<file path="src/rtl/mnist_pkg.sv">
// Shared MNIST pipeline definitions.
// Widths and defaults for the acc and argmax stages.
package mnist_pkg;

    localparam int ACC_DOUT_W         = 22;
    localparam int ARGMAX_NUM_CLASSES = 10;
    localparam int ARGMAX_ACC_W       = ACC_DOUT_W;
    localparam int ARGMAX_IDX_W       = 4;

    typedef enum logic {
        ST_COLLECT = 1'b0,
        ST_DONE    = 1'b1
    } argmax_state_t;

endpackage

</file>
<file path="src/rtl/argmax_unit_if.sv">
// Argmax stage handshake bundle.
// Input stream, abort and result stream.
interface argmax_unit_if #(
    parameter int ACC_W = 22,
    parameter int IDX_W = 4
);

    logic [ACC_W-1:0] din;
    logic             in_valid;
    logic             in_ready;
    logic             clear;
    logic [IDX_W-1:0] class_idx;
    logic [ACC_W-1:0] max_val;
    logic             out_valid;
    logic             out_ready;

    modport master (
        output din, in_valid, clear, out_ready,
        input  in_ready, class_idx, max_val, out_valid
    );

    modport slave (
        input  din, in_valid, clear, out_ready,
        output in_ready, class_idx, max_val, out_valid
    );

endinterface

</file>
<file path="src/rtl/argmax_unit.sv">
// Argmax over one classification's neuron results.
// Streams NUM_CLASSES samples, holds the winner until taken.
module argmax_unit
    import mnist_pkg::*;
#(
    parameter int NUM_CLASSES = ARGMAX_NUM_CLASSES,
    parameter int ACC_W       = ARGMAX_ACC_W,
    parameter int IDX_W       = ARGMAX_IDX_W
) (
    input logic         clk,
    input logic         rst,
    argmax_unit_if.slave bus
);

    argmax_state_t    state;
    argmax_state_t    state_nxt;
    logic [IDX_W-1:0] cnt;
    logic [IDX_W-1:0] idx_q;
    logic [ACC_W-1:0] max_q;
    logic             xfer;
    logic             take;
    logic             last;
    logic             gt;

    assign bus.in_ready  = rst && (state == ST_COLLECT);
    assign bus.out_valid = (state == ST_DONE);
    assign bus.class_idx = idx_q;
    assign bus.max_val   = max_q;

    assign xfer = bus.in_valid && bus.in_ready;
    assign take = bus.out_valid && bus.out_ready;
    assign last = (cnt == IDX_W'(NUM_CLASSES - 1));
    assign gt   = $signed(bus.din) > $signed(max_q);

    // State register.
    always_ff @(posedge clk or negedge rst) begin
        if (!rst) begin
            state <= ST_COLLECT;
        end else begin
            state <= state_nxt;
        end
    end

    // Next state; clear overrides both handshakes.
    always_comb begin
        state_nxt = state;
        if (bus.clear) begin
            state_nxt = ST_COLLECT;
        end else begin
            unique case (state)
                ST_COLLECT: if (xfer && last) state_nxt = ST_DONE;
                ST_DONE:    if (take)         state_nxt = ST_COLLECT;
                default:    state_nxt = ST_COLLECT;
            endcase
        end
    end

    // Sample counter and running max/index; first sample seeds the max.
    always_ff @(posedge clk or negedge rst) begin
        if (!rst) begin
            cnt   <= '0;
            idx_q <= '0;
            max_q <= '0;
        end else if (bus.clear) begin
            cnt <= '0;
        end else if (xfer) begin
            if (cnt == '0) begin
                max_q <= bus.din;
                idx_q <= '0;
            end else if (gt) begin
                max_q <= bus.din;
                idx_q <= cnt;
            end
            cnt <= last ? '0 : cnt + IDX_W'(1);
        end
    end

endmodule

</file>
<file path="src/flat_wrapper.sv">
// flat-port wrapper written by rule: the top's interface ports become plain ports
module argmax_unit_flat import mnist_pkg::*;
#(
    parameter int NUM_CLASSES = ARGMAX_NUM_CLASSES,
    parameter int ACC_W       = ARGMAX_ACC_W,
    parameter int IDX_W       = ARGMAX_IDX_W
)
  (clk, rst, bus_din, bus_in_valid, bus_clear, bus_out_ready, bus_in_ready, bus_class_idx, bus_max_val, bus_out_valid);
  argmax_unit_if #(.ACC_W(ACC_W), .IDX_W(IDX_W)) bus_i ();
  input logic clk;
  input logic rst;
  input wire logic [$bits(bus_i.din)-1:0] bus_din;
  input wire logic [$bits(bus_i.in_valid)-1:0] bus_in_valid;
  input wire logic [$bits(bus_i.clear)-1:0] bus_clear;
  input wire logic [$bits(bus_i.out_ready)-1:0] bus_out_ready;
  output wire logic [$bits(bus_i.in_ready)-1:0] bus_in_ready;
  output wire logic [$bits(bus_i.class_idx)-1:0] bus_class_idx;
  output wire logic [$bits(bus_i.max_val)-1:0] bus_max_val;
  output wire logic [$bits(bus_i.out_valid)-1:0] bus_out_valid;
  assign bus_i.din = bus_din;
  assign bus_i.in_valid = bus_in_valid;
  assign bus_i.clear = bus_clear;
  assign bus_i.out_ready = bus_out_ready;
  assign bus_in_ready = bus_i.in_ready;
  assign bus_class_idx = bus_i.class_idx;
  assign bus_max_val = bus_i.max_val;
  assign bus_out_valid = bus_i.out_valid;
  argmax_unit #(.NUM_CLASSES(NUM_CLASSES), .ACC_W(ACC_W), .IDX_W(IDX_W)) u_core (.clk(clk), .rst(rst), .bus(bus_i));
endmodule
</file>
<file path="config.mk">
export PLATFORM = sky130hd
export DESIGN_NAME = argmax_unit_flat
export DESIGN_NICKNAME = d
export VERILOG_FILES = /design/src/rtl/mnist_pkg.sv /design/src/rtl/argmax_unit_if.sv /design/src/rtl/argmax_unit.sv /design/src/flat_wrapper.sv
export SDC_FILE = /design/constraint.sdc
export NUM_CORES = 1
export LEC_CHECK = 0
export ABC_AREA = 1
export CAP_MARGIN = 40
export CORE_MARGIN = 3
export CORE_UTILIZATION = 40
export DETAILED_ROUTE_END_ITERATION = 10
export HOLD_SLACK_MARGIN = 0.12
export PLACE_DENSITY_LB_ADDON = 0.08
export SLEW_MARGIN = 0
export SYNTH_ARGS = -nofsm -noshare
export SYNTH_HDL_FRONTEND = slang
export SYNTH_SLANG_ARGS = --single-unit
</file>
<file path="constraint.sdc">
create_clock -name clk -period 3.3 [get_ports clk]
set_clock_uncertainty 0.2 [all_clocks]
set_input_delay 0.66 -clock clk [delete_from_list [all_inputs] [get_ports clk]]
set_output_delay 0.66 -clock clk [all_outputs]
set_load 0.01 [all_outputs]
</file>
==> results.md <==
* Die height at 81.7 µm
* PortBufs at 54
* Maxcap violations at 0
* Initial antenna violation count at 0
* Layout Nets at 377
* Area grow syn2layout at 29.5%
* Die Area at 6670 µm²
* Fill count at 520
* Min Tclk post-route at 2.85 ns
* GPL Wtd Cong at 0.744
* Slowest-stage cell, CP: clkdlybuf4s50_1
* Placed Area at 2850 µm²
* Maximum clock insertion buffer count at 2
* Peak VDD IR at 232 µV
* CTS root buf: clkbuf_8
* Largest area contributor in the synthesized netlist: dfrtp_1
* Global route hottest layer: met2
* Dpl hpwl at 3520 µm
* Number of global-route vias before repair at 1,812
* Least-Margin Pin Slew at 0.407 ns
* Syn avg cell area at 8.54 µm²
* Mapped Cells at 268
* CP peak stage delay at 0.44 ns
* Status: completed
* Setup ws final at 0.454 ns
* Worst path most repeated cell: nand2_1
* Postcts setup bufs at 0
* Tot Pwr at 1.55 mW
* Async SR Flop Fraction at 100%
* Post-route DRC at 0
* Site Rows at 26
* Final Hold Vio Count at 0
* Routed Antenna Nets at 0
* Critical Path RT at 3.27 ns
* Reg2reg start: u_core.bus.max_val[21]
* HP Class: reg2reg
* CP Capture Type: register
* WL/cell at 11.8 µm
* Pre-antenna DRT Iters at 4
* Critical Path Source Type: primary input
* Max Fclk at 351 MHz
* Share of layout cells above drive strength 1 at 19.3%
* Final Core Density at 55.6%
* # H-tree levels at 2
* # setup viols final at 0
* CTS Hold Buffers Added at 0
* EDFF count, synth at 0
* Starting density of the core at 42.9%
* CTS sink cnt at 31
* Critical Path AT at 2.82 ns
* Worst-Skew Late Latency at 0.29 ns
* TNS Setup at 0 ns
* Design Area, Final at 2960 µm²
* Vias per cell at 4.56
* Total CTS buffers at 5
* PD cells at 523 nW/µm²
* Vias at 1,807
* Initial DRC Count at 78
* Synth Warn # at 0
* TritonCTS clock tree: done
* Area share of the largest cell type after synthesis at 33.9%
* Pleak at 1.48 nW
* Netlist Area Pre-Place at 2290 µm²
* Yosys cell types at 23
* Most instantiated cells after synthesis: nand2_1 (48), inv_1 (43), nand3_1 (33)
* GR Util met1 at 21.4%
* I/O pins at 55
* Critical path fanouts, max at 26
* Grt met3 use at 2.85%
* WL final at 4670 µm
* Leading register cell type out of synthesis: dfrtp_1
* Hold Startpoint: u_core.bus.class_idx[0]
* First-pass GRT wire length at 8100 µm
* Critical Path Source: bus_din[21]
* RSZ-0062 raised after global routing: false
* Core area at 5340 µm²
* Tcrit/Tclk final at 86.2%
* DIE WIDTH at 81.7 µm
* Largest net degree at the start of global routing at 32
* Post-CTS sizing at 0
* Reg clk slew, reported paths at 0.07 ns
* GR Overflow Total at 0
* Syn Nets at 320
* Worst path cell trace: clkdlybuf4s50_1, ha_1, nand2_2, nor2_4, nand2_2, nor2_2, nand2_1, nand3_2, nand2_1, nand2_1, nand2_2, nand2_4, nand2_8, nand2_1, nand2_1
* # diodes at 0
* Top cells by area, synth: dfrtp_1 (34%), ha_1 (14%), nand2_4 (10%), nand2_1 (7.9%), nand3_1 (7.2%)
* WS Path Type: in2reg
* Most common cell in the synthesized netlist: nand2_1
* Pre-CTS WS at 0.125 ns
* Met2 usage at 25.2%
* Seq/Total Area, Yosys at 33.9%
* Tot GR Track Use at 15.7%
* Number of synthesized register bits at 31
* Slew margin rel. at 72.9%
* Max Transition Viols Final at 0
[through the flow]
step,instances,hold slack [ns]
global route,396,0.316
finish,396,0.274
detailed placement,388,0.258
global placement,388,0.255
CTS,396,0.278
floorplan,268,0.164
[critical path: cells and delay by family]
kind / cells / cell delay [ns]
adders and majority gates: 1 / 0.36
buffers and inverters: 1 / 0.44
and+or+nand+nor: 13 / 1.35
[report_power, final]
group | internal [mW] | switching [mW] | leakage (nW)
Sequential | 0.450 | 0.0862 | 0.398
Clock | 0.244 | 0.150 | 0.0612
Combinational | 0.317 | 0.302 | 1.02
[worst paths after layout]
check,end,slack [ns],cells past startpoint
max,u_core.bus.max_val[20],0.45,15
max reg2reg,u_core.bus.max_val[20],0.81,15
min in group asynchronous,u_core.cnt[2],0.72,2
min,u_core.bus.class_idx[0],0.27,2
max in group asynchronous,u_core.bus.max_val[20],1.88,2
min reg2reg,u_core.bus.class_idx[0],0.27,2
[cell families after synthesis]
| group | share of synthesized area (%) |
|---|---|
| xor gates and xnor gates | 0.383 |
| adders and majority gates | 13.7 |
| DFF | 33.9 |
| AOI/OAI and AO/OA | 2.79 |
| and+or+nand+nor | 38.1 |
| buffers and inverters | 11.1 |
[state kept, by name (all words and copies together) (netlist names)]
| signal | count |
|---|---|
| u_core.bus.max_val | 22 |
| u_core.bus.class_idx | 4 |
| u_core.cnt | 4 |
| u_core.bus.out_valid | 1 |
[metal layers]
metal | vias to the layer above | share of wire (%)
li1 | 953 | -
met1 | 809 | 51
met2 | 38 | 43
met3 | 7 | 4.6
met4 | 0 | 1.1
met5 | - | 0
[layout make-up]
type | count | area [µm²] | share of cell area, %
Clock buffer | 6 | 82.6 | 2.79
Sequential cell | 31 | 776 | 26.2
Clock inverter | 2 | 35.0 | 1.18
Inverter | 43 | 161 | 5.45
Timing Repair Buffer | 57 | 563 | 19.0
Tap cell | 70 | 87.6 | 2.95
Multi-Input combinational cell | 187 | 1260 | 42.5
[placed cells by master, fill, tap and decap left out, types with 2 or more instances in the layout]
cell / Yosys / layout
a21oi_1: 7 / 7
buf_4: 2 / 3
clkbuf_8: 2 / 6
clkdlybuf4s50_1: 0 / 54
dfrtp_1: 31 / 31
ha_1: 25 / 25
inv_1: 43 / 43
nand2_1: 48 / 48
nand2_2: 26 / 26
nand2_4: 21 / 21
nand3_1: 33 / 33
nand4_1: 2 / 2
nor2_1: 12 / 12
nor2_4: 2 / 2
nor4_1: 2 / 2
o21ai_0: 3 / 3
Power figures use the tool's default switching activity.
